--- config.mk ---
export PLATFORM = sky130hd
export DESIGN_NAME = alu_share_scheduler
export DESIGN_NICKNAME = d
export VERILOG_FILES = /design/src/rtl/alu_share_pkg.sv /design/src/rtl/alu_share_scheduler_rr_arb2.sv /design/src/rtl/alu_share_scheduler.sv
export SDC_FILE = /design/constraint.sdc
export NUM_CORES = 1
export LEC_CHECK = 0
export CAP_MARGIN = 20
export CORE_ASPECT_RATIO = 1.4
export CORE_UTILIZATION = 35
export DETAILED_ROUTE_END_ITERATION = 10
export PLACE_DENSITY = 0.82
export SLEW_MARGIN = 15
export SYNTH_ARGS = -nofsm -noshare
export SYNTH_HDL_FRONTEND = slang
export SYNTH_HIERARCHICAL = 1
export SYNTH_SLANG_ARGS = --single-unit
export TNS_END_PERCENT = 50
--- constraint.sdc ---
create_clock -name clk -period 2 [get_ports clk]
set_clock_uncertainty 0.2 [all_clocks]
set_input_delay 0.5 -clock clk [delete_from_list [all_inputs] [get_ports clk]]
set_output_delay 0.5 -clock clk [all_outputs]
set_load 0.01 [all_outputs]
--- src/rtl/alu_share_pkg.sv ---
// Shared types and constants for the ALU time-sharing scheduler.
package alu_share_pkg;

   // Scheduler FSM states
   typedef enum logic [1:0] {
      IDLE = 2'd0,
      EXEC = 2'd1,
      RESP = 2'd2
   } state_t;

   // ALUControl codes understood by the shared ALU
   localparam logic [2:0] ALU_ADD  = 3'b000;
   localparam logic [2:0] ALU_SUB  = 3'b001;
   localparam logic [2:0] ALU_AND  = 3'b010;
   localparam logic [2:0] ALU_ORR  = 3'b011;
   localparam logic [2:0] ALU_EOR  = 3'b111;
   localparam logic [2:0] ALU_FADD = 3'b100;
   localparam logic [2:0] ALU_FMUL = 3'b101;

   // Bit positions inside the {N,Z,C,V} flag vector
   localparam int FLAG_N = 3;
   localparam int FLAG_Z = 2;
   localparam int FLAG_C = 1;
   localparam int FLAG_V = 0;

endpackage

--- src/rtl/alu_share_scheduler_rr_arb2.sv ---
// Two-way round-robin arbiter. The pointer names the port that wins a tie;
// it flips to the other port each time advance is pulsed.
module rr_arb2 (
   input  logic       clk,
   input  logic       rst_n,
   input  logic [1:0] req,
   input  logic       advance,
   output logic [1:0] gnt,
   output logic       gnt_id
);

   logic       ptr_r;
   logic [1:0] gnt_s;
   logic       gnt_id_s;

   // Priority pointer: starts at port 0, toggles on every advance pulse
   always_ff @(posedge clk or negedge rst_n) begin
      if (!rst_n) begin
         ptr_r <= 1'b0;
      end else if (advance) begin
         ptr_r <= ~ptr_r;
      end else begin
         ptr_r <= ptr_r;
      end
   end

   // Grant decode: a lone requester always wins, a tie goes to the pointer
   always_comb begin
      gnt_s    = 2'b00;
      gnt_id_s = 1'b0;
      case (req)
         2'b01: begin
            gnt_s    = 2'b01;
            gnt_id_s = 1'b0;
         end
         2'b10: begin
            gnt_s    = 2'b10;
            gnt_id_s = 1'b1;
         end
         2'b11: begin
            if (ptr_r) begin
               gnt_s    = 2'b10;
               gnt_id_s = 1'b1;
            end else begin
               gnt_s    = 2'b01;
               gnt_id_s = 1'b0;
            end
         end
         default: begin
            gnt_s    = 2'b00;
            gnt_id_s = 1'b0;
         end
      endcase
   end

   assign gnt    = gnt_s;
   assign gnt_id = gnt_id_s;

endmodule

--- src/rtl/alu_share_scheduler.sv ---
// Time-shares one combinational ALU between two requesters. Operands are
// held in registers for LAT cycles, then Result/ALUFlags are captured and
// returned on the granted port's response channel.
module alu_share_scheduler
   import alu_share_pkg::*;
#(
   parameter int LAT = 2,
   parameter int W   = 32
) (
   input  logic         clk,
   input  logic         reset_n,
   input  logic         req0_valid,
   output logic         req0_ready,
   input  logic [2:0]   req0_ctrl,
   input  logic [W-1:0] req0_a,
   input  logic [W-1:0] req0_b,
   input  logic         req1_valid,
   output logic         req1_ready,
   input  logic [2:0]   req1_ctrl,
   input  logic [W-1:0] req1_a,
   input  logic [W-1:0] req1_b,
   output logic         rsp0_valid,
   input  logic         rsp0_ready,
   output logic         rsp1_valid,
   input  logic         rsp1_ready,
   output logic [W-1:0] rsp_result,
   output logic [3:0]   rsp_flags,
   output logic [W-1:0] alu_a,
   output logic [W-1:0] alu_b,
   output logic [2:0]   alu_ctrl,
   input  logic [W-1:0] alu_result,
   input  logic [3:0]   alu_flags,
   output logic         busy
);

   localparam int            CW       = $clog2(LAT) + 1;
   localparam logic [CW-1:0] CNT_LOAD = CW'(LAT - 1);
   localparam logic [CW-1:0] CNT_ONE  = CW'(1'b1);

   state_t         state_r;
   logic [CW-1:0]  cnt_r;
   logic [W-1:0]   a_r;
   logic [W-1:0]   b_r;
   logic [2:0]     ctrl_r;
   logic           gid_r;
   logic [W-1:0]   result_r;
   logic [3:0]     flags_r;
   logic [1:0]     rsp_valid_r;
   logic           busy_r;

   logic [1:0]     gnt_s;
   logic           gnt_id_s;
   logic           accept_s;
   logic           rsp_hs_s;
   logic [W-1:0]   sel_a_s;
   logic [W-1:0]   sel_b_s;
   logic [2:0]     sel_ctrl_s;

   rr_arb2 u_arb (
      .clk     (clk),
      .rst_n   (reset_n),
      .req     ({req1_valid, req0_valid}),
      .advance (rsp_hs_s),
      .gnt     (gnt_s),
      .gnt_id  (gnt_id_s)
   );

   // A request is taken only while idle and some port is granted
   always_comb begin
      if (state_r == IDLE) begin
         accept_s = (gnt_s != 2'b00);
      end else begin
         accept_s = 1'b0;
      end
   end

   // Response handshake completes when the owning port takes the result
   always_comb begin
      if (state_r == RESP) begin
         rsp_hs_s = |(rsp_valid_r & {rsp1_ready, rsp0_ready});
      end else begin
         rsp_hs_s = 1'b0;
      end
   end

   // Route the granted port's operands toward the operand registers
   always_comb begin
      if (gnt_id_s) begin
         sel_a_s    = req1_a;
         sel_b_s    = req1_b;
         sel_ctrl_s = req1_ctrl;
      end else begin
         sel_a_s    = req0_a;
         sel_b_s    = req0_b;
         sel_ctrl_s = req0_ctrl;
      end
   end

   // Scheduler FSM: accept, hold ALU inputs for LAT cycles, capture, respond
   always_ff @(posedge clk or negedge reset_n) begin
      if (!reset_n) begin
         state_r     <= IDLE;
         cnt_r       <= '0;
         a_r         <= '0;
         b_r         <= '0;
         ctrl_r      <= 3'b000;
         gid_r       <= 1'b0;
         result_r    <= '0;
         flags_r     <= 4'b0000;
         rsp_valid_r <= 2'b00;
         busy_r      <= 1'b0;
      end else begin
         case (state_r)
            IDLE: begin
               if (accept_s) begin
                  a_r     <= sel_a_s;
                  b_r     <= sel_b_s;
                  ctrl_r  <= sel_ctrl_s;
                  gid_r   <= gnt_id_s;
                  cnt_r   <= CNT_LOAD;
                  busy_r  <= 1'b1;
                  state_r <= EXEC;
               end else begin
                  state_r <= IDLE;
               end
            end
            EXEC: begin
               if (cnt_r == '0) begin
                  result_r    <= alu_result;
                  flags_r     <= alu_flags;
                  rsp_valid_r <= gid_r ? 2'b10 : 2'b01;
                  state_r     <= RESP;
               end else begin
                  cnt_r <= cnt_r - CNT_ONE;
               end
            end
            RESP: begin
               if (rsp_hs_s) begin
                  rsp_valid_r <= 2'b00;
                  busy_r      <= 1'b0;
                  state_r     <= IDLE;
               end else begin
                  state_r <= RESP;
               end
            end
            default: begin
               rsp_valid_r <= 2'b00;
               busy_r      <= 1'b0;
               state_r     <= IDLE;
            end
         endcase
      end
   end

   // Ready is combinational on the grant but never shown while in reset
   assign req0_ready = reset_n & accept_s & gnt_s[0];
   assign req1_ready = reset_n & accept_s & gnt_s[1];

   assign rsp0_valid = rsp_valid_r[0];
   assign rsp1_valid = rsp_valid_r[1];
   assign rsp_result = result_r;
   assign rsp_flags  = flags_r;
   assign alu_a      = a_r;
   assign alu_b      = b_r;
   assign alu_ctrl   = ctrl_r;
   assign busy       = busy_r;

endmodule

==> run summary <==
Ys async rst share: 1.00
Setup TNS: -5.42 ns
Minimum clock period: 2.22 ns
Placer's final routability congestion estimate: 0.762
Root cell of the clock tree: clkbuf_16
Fill cells: 1041
Synth Register Bits: 112
Total Routing Usage GR: 0.202
Vias per inst: 4.84
Congestion Overflow GR: 0
Clock-pin slew on the worst setup and hold paths: 0.07 ns
I/O pin total: 284
DP Area: 0.00828 mm^2
Met3 usage: 0.0528
HPWL Detailed: 10.5 mm
# nets final: 827
Vias in the first global route: 4501
Nature of the critical path endpoint: output pin
TritonCTS Buffers: 9
Core ar.: 0.0144 mm^2
Mapped Cells: 338
Top Usage Layer GRT: met2
Post-synth EDFFs: 0
Setup violations, final: 63
DR WL/cell: 19.9 um
CTS sink count: 112
Pre-antenna DRT Iters: 4
Ys Warns: 6
Die area: 0.0153 mm^2
Mapped Area: 0.00518 mm^2
H-tree levels: 3
Critical path required time: 1.30 ns
Final Hold Fails: 0
Worst Path Max Fanout: 3
Die H: 146 um
Area growth, synth to finish: 83.1%
GRT met2 Usage: 0.377
Layout Utilization: 0.656
Critical path class: in2out
Worst-Margin Slew: 0.949 ns
Clock latency on the worst-skew pair: 0.33 ns
Final wirelength: 16.8 mm
Register-to-Register Path Depth: 8
Final worst-path cycle share: 1.11
Kind of path behind the tightest hold check: in2async
Pins Over Slew Limit: 0
Initial Util: 0.358
Worst setup slack after layout: -0.222 ns
Vias: 4083
Syn nets: 515
Prevailing post-synth register cell: dfrtp_1
Status: finished, violations left
Row cnt: 52
Seq/Total Area, Yosys: 0.541
Rel. slew slack: 0.367
Die Wd: 105 um
# diodes: 0
Power Density: 1360 mW/mm^2
Layout cells sized above 1: 0.362
Layout Cell Area excl Fill: 0.00948 mm^2
Peak Freq: 450 MHz
Distinct cells, synth: 28
Met1 usage: 0.215
Failing checks: negative setup slack
Bufs on Longest Clock Path: 2
Startpoint class of the critical path: input port
Remaining antenna violation count: 0
Largest net degree at the start of global routing: 77
Max Cap Viol: 0
First-pass GRT wire length: 24.0 mm
Initial antenna violation count: 0
RSZ-0062 raised after global routing: yes
CP arrival: 1.52 ns
Max VDD drop: 0.000750 V
CTS tree: done
Initial DRC Count: 125
Port-buffer cells: 283
Pleak: 4.28 nW
Pwr Total: 12.9 mW
Post-route DRC: 0
Synthesized area per cell: 15.3 um^2
## final timing paths
check | startpoint | to | slack [ns]
max in group asynchronous | reset_n | alu_a[13] | 0.73
min reg2reg | rsp_result[24] | rsp_result[24] | 0.31
max | req1_valid | req0_ready | -0.22
min | reset_n | busy | 0.04
min in group clk | rsp_result[24] | rsp_result[24] | 0.31
max reg2reg | u_arb/ptr_r | alu_b[1] | -0.14
## state kept, by name, summed over array words and instances (netlist names)
register,cells
rsp_result,32
u_arb/ptr_r,1
cnt_r,2
rsp_flags,4
rsp_valid_r,2
alu_a,32
gid_r,1
alu_b,32
busy,1
alu_ctrl,3
state_r,2
## power by group
group          leakage [nW]  total [mW]  switching (mW)  internal, mW
clock                 0.128        1.63           0.790         0.845
sequential             1.31        4.13           0.681          3.45
combinational          2.84        7.15            2.56          4.58
total                  4.28        12.9            4.03          8.88
## cell type report
cell class	instances	area (um^2)	share of cell area
clock buffer	9	225	0.0238
clock inverter	6	46.3	0.00488
inverter	5	18.8	0.00198
multi-input combinational	201	2600	0.274
sequential	112	2800	0.296
tap	189	236	0.0250
timing repair buffer	321	3550	0.375
## cells by family (layout without fill, tap and decap cells)
| group | Yosys count | after routing | share of synthesized area |
|---|---|---|---|
| AO/OA/AOI/OAI | 15 | 15 | 0.0215 |
| XOR/XNOR | 1 | 1 | 0.00169 |
| adder cells (fa/ha/maj) | 1 | 1 | 0.00242 |
| buffers and inverters | 25 | 341 | 0.0370 |
| flip-flops | 112 | 112 | 0.541 |
| multiplexers | 172 | 172 | 0.381 |
| AND/OR/NAND/NOR | 12 | 12 | 0.0145 |
## synth_stat cells, types with 2 or more instances
master | count | share of area
a22oi_1 | 2 | 0.0029
a2bb2oi_1 | 3 | 0.0051
and3_1 | 2 | 0.0024
buf_2 | 6 | 0.0058
buf_4 | 2 | 0.0029
buf_6 | 11 | 0.024
dfrtp_1 | 112 | 0.54
inv_1 | 4 | 0.0029
mux2_1 | 3 | 0.0065
mux2_2 | 159 | 0.35
mux2_4 | 10 | 0.029
nand2b_1 | 3 | 0.0036
nor2_1 | 3 | 0.0022
o21ai_0 | 3 | 0.0029
o31ai_1 | 2 | 0.0029
## metal layers
layer,up-vias,share of wire
met3,27,0.059
met4,0,0.027
met5,-,0
met1,2038,0.38
li1,1835,-
met2,183,0.54
## stage by stage
stage          hold WS (ns)  worst slack, ns  std cells
2_1_floorplan       0.00441           -0.218        338
3_5_place_dp          0.283           -0.989        807
6_report             0.0415           -0.222        843
3_3_place_gp          0.271           -0.964        807
5_1_grt              0.0710           -0.286        843
4_1_cts              0.0434           -0.236        838
## critical path: stages
cell             delay, ns
clkdlybuf4s15_1       0.19
buf_6                 0.13
a21boi_4              0.18
nor2_4                0.06
nor3_4                0.15
and3_4                0.21
buf_6                 0.10
## repair_timing
action,in CTS,in global routing
cloned,7,6
setup buffers,9,3
setup endpoints to repair,73,91
resized for setup,75,89
hold buffers,0,0
pin swaps,7,2
## cell usage in the layout (no fill, tap or decap), types with 3 or more instances in the layout
master and instances:
clkdlybuf4s50_1 255, dfrtp_1 111, mux2_4 108, mux2_2 63, dlymetal6s2s_1 21, clkbuf_16 14, buf_4 13, buf_16 9
buf_12 8, buf_6 5, inv_1 4, nand2b_1 3, a2bb2oi_1 3, o21ai_0 3, a21boi_4 3
No activity file was read; power rests on OpenSTA's default activity.
